==> config.mk <==
export PLATFORM = sky130hd
export DESIGN_NAME = regfile_write_arbiter
export DESIGN_NICKNAME = d
export VERILOG_FILES = /design/src/rtl/regfile_write_arbiter.sv
export SDC_FILE = /design/constraint.sdc
export NUM_CORES = 1
export LEC_CHECK = 0
export ABC_AREA = 0
export CORE_MARGIN = 4
export CORE_UTILIZATION = 40
export CTS_BUF_LIST = sky130_fd_sc_hd__clkbuf_16
export DETAILED_ROUTE_END_ITERATION = 8
export PLACE_DENSITY = 0.79
export SYNTH_ARGS = -nofsm -noshare
export SYNTH_HDL_FRONTEND = slang
export SYNTH_SLANG_ARGS = --single-unit
==> constraint.sdc <==
create_clock -name Clk -period 2.85 [get_ports Clk]
set_input_delay 0.57 -clock Clk [delete_from_list [all_inputs] [get_ports Clk]]
set_output_delay 0.57 -clock Clk [all_outputs]
set_load 0.02 [all_outputs]
==> src/rtl/regfile_write_arbiter.sv <==
// regfile_write_arbiter
// Shares the register file's single write port between the ALU writeback
// stage (requester 0) and the multi-cycle/load unit (requester 1).
// Round-robin priority on contention; the winning request is registered
// onto WriteEnable/WriteSelect/WriteData and acknowledged for one cycle.
module regfile_write_arbiter #(
    parameter int unsigned REG_SELECT_WIDTH = 5,
    parameter int unsigned DATA_WIDTH       = 32
) (
    input  logic                        Clk,
    input  logic                        Reset,
    input  logic                        Req0,
    input  logic [REG_SELECT_WIDTH-1:0] Sel0,
    input  logic [DATA_WIDTH-1:0]       Data0,
    input  logic                        Req1,
    input  logic [REG_SELECT_WIDTH-1:0] Sel1,
    input  logic [DATA_WIDTH-1:0]       Data1,
    output logic                        Ack0,
    output logic                        Ack1,
    output logic                        WriteEnable,
    output logic [REG_SELECT_WIDTH-1:0] WriteSelect,
    output logic [DATA_WIDTH-1:0]       WriteData
);

    typedef enum logic {
        GRANT_0 = 1'b0,
        GRANT_1 = 1'b1
    } grant_t;

    grant_t                        last_grant_q, last_grant_d;
    logic                          we_q, we_d;
    logic                          ack0_q, ack0_d;
    logic                          ack1_q, ack1_d;
    logic [REG_SELECT_WIDTH-1:0]   sel_q, sel_d;
    logic [DATA_WIDTH-1:0]         data_q, data_d;

    logic                          elig0, elig1;
    logic                          grant0, grant1;

    // Eligibility masks a request already acknowledged this cycle so a held
    // request is written exactly once; ties go to the requester not granted last.
    always_comb begin
        elig0  = Req0 & ~ack0_q;
        elig1  = Req1 & ~ack1_q;
        grant0 = elig0 & (~elig1 | (last_grant_q == GRANT_1));
        grant1 = elig1 & ~grant0;
    end

    // Next-state for the output register and the round-robin pointer.
    always_comb begin
        we_d         = 1'b0;
        ack0_d       = 1'b0;
        ack1_d       = 1'b0;
        sel_d        = sel_q;
        data_d       = data_q;
        last_grant_d = last_grant_q;
        if (grant0) begin
            we_d         = 1'b1;
            ack0_d       = 1'b1;
            sel_d        = Sel0;
            data_d       = Data0;
            last_grant_d = GRANT_0;
        end else if (grant1) begin
            we_d         = 1'b1;
            ack1_d       = 1'b1;
            sel_d        = Sel1;
            data_d       = Data1;
            last_grant_d = GRANT_1;
        end
    end

    // State register; reset wins over any grant in the same cycle.
    always_ff @(posedge Clk) begin
        if (Reset) begin
            we_q         <= 1'b0;
            ack0_q       <= 1'b0;
            ack1_q       <= 1'b0;
            sel_q        <= '0;
            data_q       <= '0;
            last_grant_q <= GRANT_1;
        end else begin
            we_q         <= we_d;
            ack0_q       <= ack0_d;
            ack1_q       <= ack1_d;
            sel_q        <= sel_d;
            data_q       <= data_d;
            last_grant_q <= last_grant_d;
        end
    end

    assign Ack0        = ack0_q;
    assign Ack1        = ack1_q;
    assign WriteEnable = we_q;
    assign WriteSelect = sel_q;
    assign WriteData   = data_q;

endmodule

---- Yosys cells after proc, flatten, opt, wreduce, memory -nomap -nowiden ----
Index checks and enable logic that the tools add are counted.
word-level totals
  memories ................................ 0
  output and inout port bits .............. 40
  ROM bits ................................ 0
  logic and storage cells ................. 26
  bits in registers ....................... 41
  bits of input ports ..................... 78
  memory bits (writable) .................. 0
  latch bits .............................. 0
cells by class
  equality and inequality tests ........... 0
  multipliers ............................. 0
  shifts and indexed selects .............. 0
  multiplexer cells ....................... 9
  divide/modulo/power cells ............... 0
  reductions and logical operators ........ 2
  $lt $le $gt $ge ......................... 0
  bitwise operators ....................... 9
  $add $sub $neg .......................... 0
operators by type and width
  operator            count
  $mux W32            2
  $mux W5             2
  $mux W1             5
  $and A1 B1 Y1       4
  $not A1 Y1          4
  $reduce_bool A2 Y1  1
  $reduce_or A2 Y1    1
  $or A1 B1 Y1        1

---- Longest topological paths before layout ----
Gate-level depths: netlist of run 1.
  depth in word-level cells ............... 9
  gate-level depth with buffers ........... 5
  depth with buffers taken out ............ 3

---- Worst setup path before layout of run 1 ----
Ideal clock, no wire load.
  path type ............................... input -> register
  start ................................... input Req1
  end ..................................... register data_q[10], in the netlist WriteData[10]
  path slack .............................. 1.167 ns
  arrival time ............................ 1.564 ns
  path buffers ............................ 2
  required time ........................... 2.730 ns
  cell stages on the path ................. 5
  library setup time ...................... 0.120 ns
  cell sequence ........................... or3b_4 > buf_6 > buf_6 > and4b_1 > a211o_1
on the way
  cells in the longest elaborated chain, start to end .. 7
  elaborated cells between the ends (all ways) .. 8
  classes of those cells .................. mux: 1; bitwise: 6; reduce/logical: 1
RTL lines
  what                          line  source
  from (decl)                   15    input logic Req1,
  $and A1 B1 Y1 (*)             44    elig1 = Req1 & ~ack1_q;
  $not A1 Y1                    45    grant0 = elig0 & (~elig1 | (last_grant_q == GRANT_1));
  $or A1 B1 Y1                  45
  $and A1 B1 Y1                 45
  $not A1 Y1                    46    grant1 = elig1 & ~grant0;
  $and A1 B1 Y1                 46
  $reduce_bool A2 Y1 (no line)  -
  to (signal assigned)          86    data_q <= data_d;
  to (decl)                     35    logic [DATA_WIDTH-1:0] data_q, data_d;
Every way passes the cells marked *; elsewhere a longest branch is shown, timed or not.
A chain may end at the register's enable or synchronous reset.

---- Worst setup path after layout of run 1 ----
  start ................................... input Req0
  end ..................................... register data_q[21], in the netlist WriteData[21]
on the way
  cells in the longest elaborated chain, start to end .. 5
  elaborated cells between the ends (all ways) .. 6
  classes of those cells .................. mux: 1; bitwise: 4; reduce/logical: 1
RTL lines
  what                          line  source
  from (decl)                   12    input logic Req0,
  $and A1 B1 Y1 (*)             43    elig0 = Req0 & ~ack0_q;
  $and A1 B1 Y1 (*)             45
  $not A1 Y1                    46
  $and A1 B1 Y1                 46
  $reduce_bool A2 Y1 (no line)  -
Marked as above.

==> summary.txt, run 1 <==
Clock network
  • Clk_lat worst skew: 0.28 ns
  • Clk root buf: clkbuf_16
  • Number of buffers created by CTS: 5
  • Cts hold-fix bufs: 0
  • H-tree Lvls: 2
  • Clock transition at path regs: 0.06 ns
  • CTS resizes: 0
  • CTS tree: done
  • CTS sink count: 41
  • Number of setup buffers added after CTS: 0
  • Clock Path Buffers: 2

Synthesis
  • Count of state elements after synthesis: 41
  • Post-Synthesis Cell Area: 2190 um^2
  • Avg Cell Area, Syn: 9.438 um^2
  • Post-synthesis mux area share: 0
  • Post-synth cell types: 18
  • Synth area leaders: dfxtp_1, and4b_1, a2111oi_0
  • Post-Synth Adder-Cell Area: 0
  • Synth top area share: 0.3749
  • Post-Synth XOR/XNOR Area: 0
  • Synth Warn #: 0
  • Synth Area in Compound Gates: 0.3017
  • Gate Count Post-Synth: 232
  • Post-Syn Nets: 310
  • Post-synth top area cell: dfxtp_1
  • Register area share after synthesis: 0.3749
  • Simple-gate share of the synthesized area: 0.1954
  • Largest family of logic cells by synthesized area: compound AO/OA/AOI/OAI gates

STA
  • Skew final: 0.002398 ns
  • Final slew viol count: 0
  • Max-slew headroom: 0.5742
  • Worst setup margin: 0.8552 ns
  • Final hold slack: 0.4640 ns
  • Final Cycle Share: 0.6999
  • RSZ-0062 raised after global routing: false
  • Tightest Pin Transition: 0.6387 ns
  • Final setup viols: 0
  • Total negative setup slack: 0 ns
  • Highest clock rate: 501.3 MHz
  • Tmin final: 1.995 ns
  • Final hold viol count: 0

Global route
  • Vias in the first global route: 2183
  • First-pass GRT wire length: 10.36 mm
  • Gr usage total: 0.1961
  • Initial antenna violation count: 0
  • Pin count of the biggest net entering global routing: 79
  • Gr ovfl total: 0

Place
  • HPWL after DPL: 4.381 mm
  • Port bufs: 117
  • Pre-CTS setup slack: 0.5637 ns
  • Final RePlAce weighted congestion: 0.7691
  • Dpl cells: 393

Worst setup path
  • CP Data Required Time: 3.02 ns
  • CP endpoint kind: register
  • Crit Path Class: primary input to register
  • Critical-path maximum fanout: 36
  • CP startpoint kind: primary input
  • Worst R2R Setup Slack: 1.19 ns
  • Arrival @ worst endpoint: 2.16 ns

Layout
  • Most common cell after layout, fill and taps aside: clkdlybuf4s50_1
  • Non-Filler Instances: 401
  • Area Overhead vs Synth: 61.89%
  • Inserted Diodes: 0
  • Fraction of layout cells with a size suffix above 1: 0.05136
  • Fin nets: 408
  • Commonest cells after routing, fill and taps aside: clkdlybuf4s50_1, dfxtp_1

Detailed routing
  • 1st-iter DRT viols: 92
  • Final ANT Viol Nets: 0
  • WL/cell: 17.02 um
  • DR vias: 2271
  • Vias per cell: 5.663
  • Router iterations before antenna repair: 4
  • DRT Wirelength: 6.824 mm
  • Detailed-route DRC error count: 0

Floorplan
  • Die H: 81.99 um
  • Starting Density: 0.4207
  • Core area: 5205 um^2
  • Die Area: 6722 um^2
  • I/O pins: 118
  • Die Wd: 81.99 um
  • Cell Rows: 26

Worst hold path
  • Worst hold path class: register to register

Power
  • Static leakage: 1.717 nW
  • Max VDD drop: 338.3 uV
  • Pwr dens: 516.6 nW/um^2
  • Final total power: 1.831 mW

Run status
  • Status: completed

Job
  • Maxcap violations: 0
==> registers in the layout (all words and copies together) (netlist names) <==
register / count
Ack0: 1
last_grant_q: 1
WriteSelect: 5
WriteData: 32
Ack1: 1
WriteEnable: 1
==> power by group <==
part	leakage [nW]	internal [mW]	switching, mW
sequential	0.340	0.628	0.0301
clock	0.0938	0.500	0.220
combinational	1.28	0.247	0.207
==> critical path, stage by stage <==
cell and delay, ns:
clkdlybuf4s50_1 0.48, nor2b_4 0.28, buf_4 0.35, a2111oi_0 0.17, a211o_1 0.30
==> path summary, 6_finish.rpt <==
kind / from / depth (start not counted) / endpoint
max: Req0 / 5 / WriteData[21]
min: WriteData[1] / 1 / WriteData[1]
max reg2reg: Ack0 / 4 / WriteData[13]
min reg2reg: WriteData[1] / 1 / WriteData[1]
==> Yosys cell counts <==
master and n:
dfxtp_1 41, a2111oi_0 37, a211o_1 37, and4b_1 37, inv_1 37, clkbuf_1 27
buf_2 2, buf_6 2, nand2_1 2, nand2b_1 2, a211oi_1 1, a21oi_1 1
and3b_1 1, buf_4 1, nand3b_1 1, nor2_1 1, nor2b_1 1, or3b_4 1
==> logic make-up (layout without fill, tap and decap cells) <==
group,Yosys count,after routing
buffers and inverters,69,168
and+or+nand+nor,46,46
AOI/OAI and AO/OA,76,76
DFF,41,41
==> per-layer routing <==
layer,up-vias,track usage,routed length [um]
met2,96,0.3174,3211
met1,1064,0.2523,2946
met4,0,0.05814,97
li1,1101,-,-
met5,-,0,0
met3,10,0.05592,569
==> cell type report <==
cell class                 count  area (um^2)
multi-input combinational    122         1096
timing repair buffer         123         1211
clock inverter                 3        65.06
tap                           70        87.58
fill                         424         1660
sequential                    41        820.8
clock buffer                   5        125.1
inverter                      37        138.9
==> per-stage QoR <==
| stage | util | area (um^2) |
|---|---|---|
| 6_report | 0.6810 | 3545 |
| 4_1_cts | 0.6810 | 3545 |
| 5_1_grt | 0.6810 | 3545 |
| 3_3_place_gp | 0.6445 | 3354 |
| 3_5_place_dp | 0.6445 | 3354 |
| 2_1_floorplan | - | 2190 |
Power figures use the tool's default switching activity.
==> run 2, diff against run 1 <==
CORE_UTILIZATION = 39   (was 40)
PLACE_DENSITY = 0.77   (was 0.79)
clock period = 2.08 ns   (was 2.85 ns; I/O delays follow)
==> summary.txt, run 2 (synthesized netlist as in run 1, its figures left out) <==
Run status
  • Status: completed

Clock network
  • Number of buffers created by CTS: 5 (unchanged)
  • CTS tree: done
  • Number of setup buffers added after CTS: 0 (unchanged)
  • Clk_lat worst skew: 0.28 ns (about the same)
  • CTS resizes: 0 (unchanged)
  • Cts hold-fix bufs: 0 (unchanged)
  • CTS sink count: 41 (unchanged)
  • Clock Path Buffers: 2 (unchanged)
  • H-tree Lvls: 2 (unchanged)
  • Clock transition at path regs: 0.06 ns (about the same)
  • Clk root buf: clkbuf_16

Power
  • Switching power: 0.6284 mW (+38%)
  • Max VDD drop: 521.6 uV (+54%)
  • Net Sw Frac: 0.2621 (+0.01279)
  • Clock share of power: 0.359 (-0.034)
  • Static leakage: 1.734 nW (+0.98%)
  • Sequential power share: 0.376 (+0.016)
  • Pint: 1.769 mW (+29%)
  • Comb power frac: 0.265 (+0.017)
  • Pwr dens: 670.7 nW/um^2 (+30%)

Layout
  • Inserted Diodes: 0 (unchanged)
  • Fillers: 500 (+18%)
  • Fraction of layout cells with a size suffix above 1: 0.05672 (+0.005357)
  • Fin nets: 412 (+0.98%)
  • Most common cell after layout, fill and taps aside: clkdlybuf4s50_1
  • FF+latch area: 820.8 um^2 (unchanged)
  • Largest register FFs: 32 (unchanged)
  • Area of the multi-input gates: 1096 um^2 (unchanged)
  • Util after Layout: 0.6532 (-0.02783)
  • Area Overhead vs Synth: 63.26%
  • Commonest cells after routing, fill and taps aside: clkdlybuf4s50_1, dfxtp_1, inv_1

Worst setup path
  • Crit Path Class: primary input to register
  • Critical-path maximum fanout: 39 (+8.3%)
  • Crit path buf inv count: 1 (-1)
  • CP Data Required Time: 2.25 ns (-0.77 ns)
  • WP depth: 4 (-1)
  • Critical path's top delay family: simple AND/OR/NAND/NOR gates
  • Arrival @ worst endpoint: 1.96 ns (-0.20 ns)
  • CP startpoint kind: primary input
  • CP cell instances: clkdlybuf4s50_1, or3b_4, and4b_1, a211o_1
  • CP endpoint kind: register
  • Critical Path Max Stage Delay: 0.56 ns (+0.08 ns)
  • Cells on worst reg2reg path: 4 (unchanged)
  • CP max stage cell: or3b_4

Global route
  • Met3 usage: 0.05655 (+0.0006266)
  • GRT busiest layer: met2
  • Initial antenna violation count: 0 (unchanged)
  • First-pass GRT wire length: 11.31 mm (+9.1%)
  • Pin count of the biggest net entering global routing: 45 (-43%)
  • Vias in the first global route: 2319 (+6.2%)
  • Gr ovfl total: 0 (unchanged)
  • Met1 usage in global routing: 0.2495 (-0.002799)
  • M2 GR Usage: 0.3163 (-0.001121)
  • Gr usage total: 0.1930 (-0.003020)

STA
  • RSZ-0062 raised after global routing: false
  • Final setup viols: 0 (unchanged)
  • Skew final: 0.003328 ns (+0.0009300 ns)
  • Worst setup margin: 0.2864 ns (-0.5688 ns)
  • Final slew viol count: 0 (unchanged)
  • Final Cycle Share: 0.8623
  • Highest clock rate: 557.5 MHz
  • Final hold slack: 0.4627 ns (-0.001372 ns)
  • Total negative setup slack: 0 ns (unchanged)
  • Tightest Pin Transition: 0.5053 ns (-0.1333 ns)
  • Max-slew headroom: 0.6544 (+0.08018)
  • Tmin final: 1.794 ns
  • Final hold viol count: 0 (unchanged)

Place
  • HPWL after DPL: 4.509 mm (+2.9%)
  • Port bufs: 117 (unchanged)
  • Pre-CTS setup slack: 0.001367 ns (-0.5623 ns)
  • Final RePlAce weighted congestion: 0.7243 (-5.8%)

Floorplan
  • Cell Rows: 27 (+3.8%)
  • Die H: 82.93 um (+1.2%)
  • Die Wd: 82.93 um (+1.2%)
  • Core area: 5473 um^2 (+5.1%)
  • I/O pins: 118 (unchanged)
  • Die Area: 6877 um^2 (+2.3%)
  • Starting Density: 0.4001 (-0.02058)

Worst hold path
  • Worst hold path class: register to register
  • Hold Crit Depth: 1 (unchanged)

Detailed routing
  • Router iterations before antenna repair: 4 (unchanged)
  • WL/cell: 16.87 um (-0.88%)
  • DRT Wirelength: 6.865 mm (+0.60%)
  • Vias per cell: 5.631 (-0.56%)
  • Detailed-route DRC error count: 0 (unchanged)
  • DR vias: 2292 (+0.92%)
  • Final ANT Viol Nets: 0 (unchanged)
  • 1st-iter DRT viols: 93 (+1.1%)

Job
  • Maxcap violations: 0 (unchanged)
run 2: cell types whose count changed in the layout (fill, tap and decap cells not counted), sizes merged:
cell    delta
bufinv     -1
inv        +1
buf        +4
run 2: path summary, 6_finish.rpt:
path                               startpoint       endpoint  slack [ns]
worst min register to register  WriteData[15]  WriteData[15]        0.46
worst min-delay path            WriteData[15]  WriteData[15]        0.46
worst max-delay path                     Req1   WriteData[2]        0.29
worst max register to register           Ack1   WriteData[6]        0.57
run 2: metal layers:
layer  vias up  wire (um)
li1       1110          -
met1      1087       3032
met2        91       3261
met3         4        523
met4         0         47
met5         -          0
run 2: layout make-up:
cell class | count | share of cell area
clock buffers | 5 | 0.03500
clock inverters | 3 | 0.01050
inverters | 37 | 0.03885
multi-input cells | 122 | 0.3066
flip-flops and latches | 41 | 0.2296
well taps | 72 | 0.02520
repair buffers | 127 | 0.3542
run 2: metrics by stage:
stage                     cells  cell area, um^2  power (mW)
after global routing        407             3575       2.505
after detailed placement    399             3412       1.553
after floorplan             232             2190       1.203
final                       407             3575       2.398
after global placement      399             3412       1.547
after CTS                   407             3575       2.417
run 2: power groups by stage:
stage          Clock (mW)  Sequential [mW]  Combinational (mW)
6_report            0.861            0.902               0.635
5_1_grt             0.915            0.911               0.680
4_1_cts             0.876            0.902               0.640
3_5_place_dp            0            0.917               0.636
3_3_place_gp            0            0.917               0.630
2_1_floorplan           0             1.00               0.200
==> run 3, diff against run 2 <==
CAP_MARGIN = 20   (was unset)
SLEW_MARGIN = 20   (was unset)
==> results of run 3 <==
No change in the layout: final DEF, timing and power equal those of run 2.
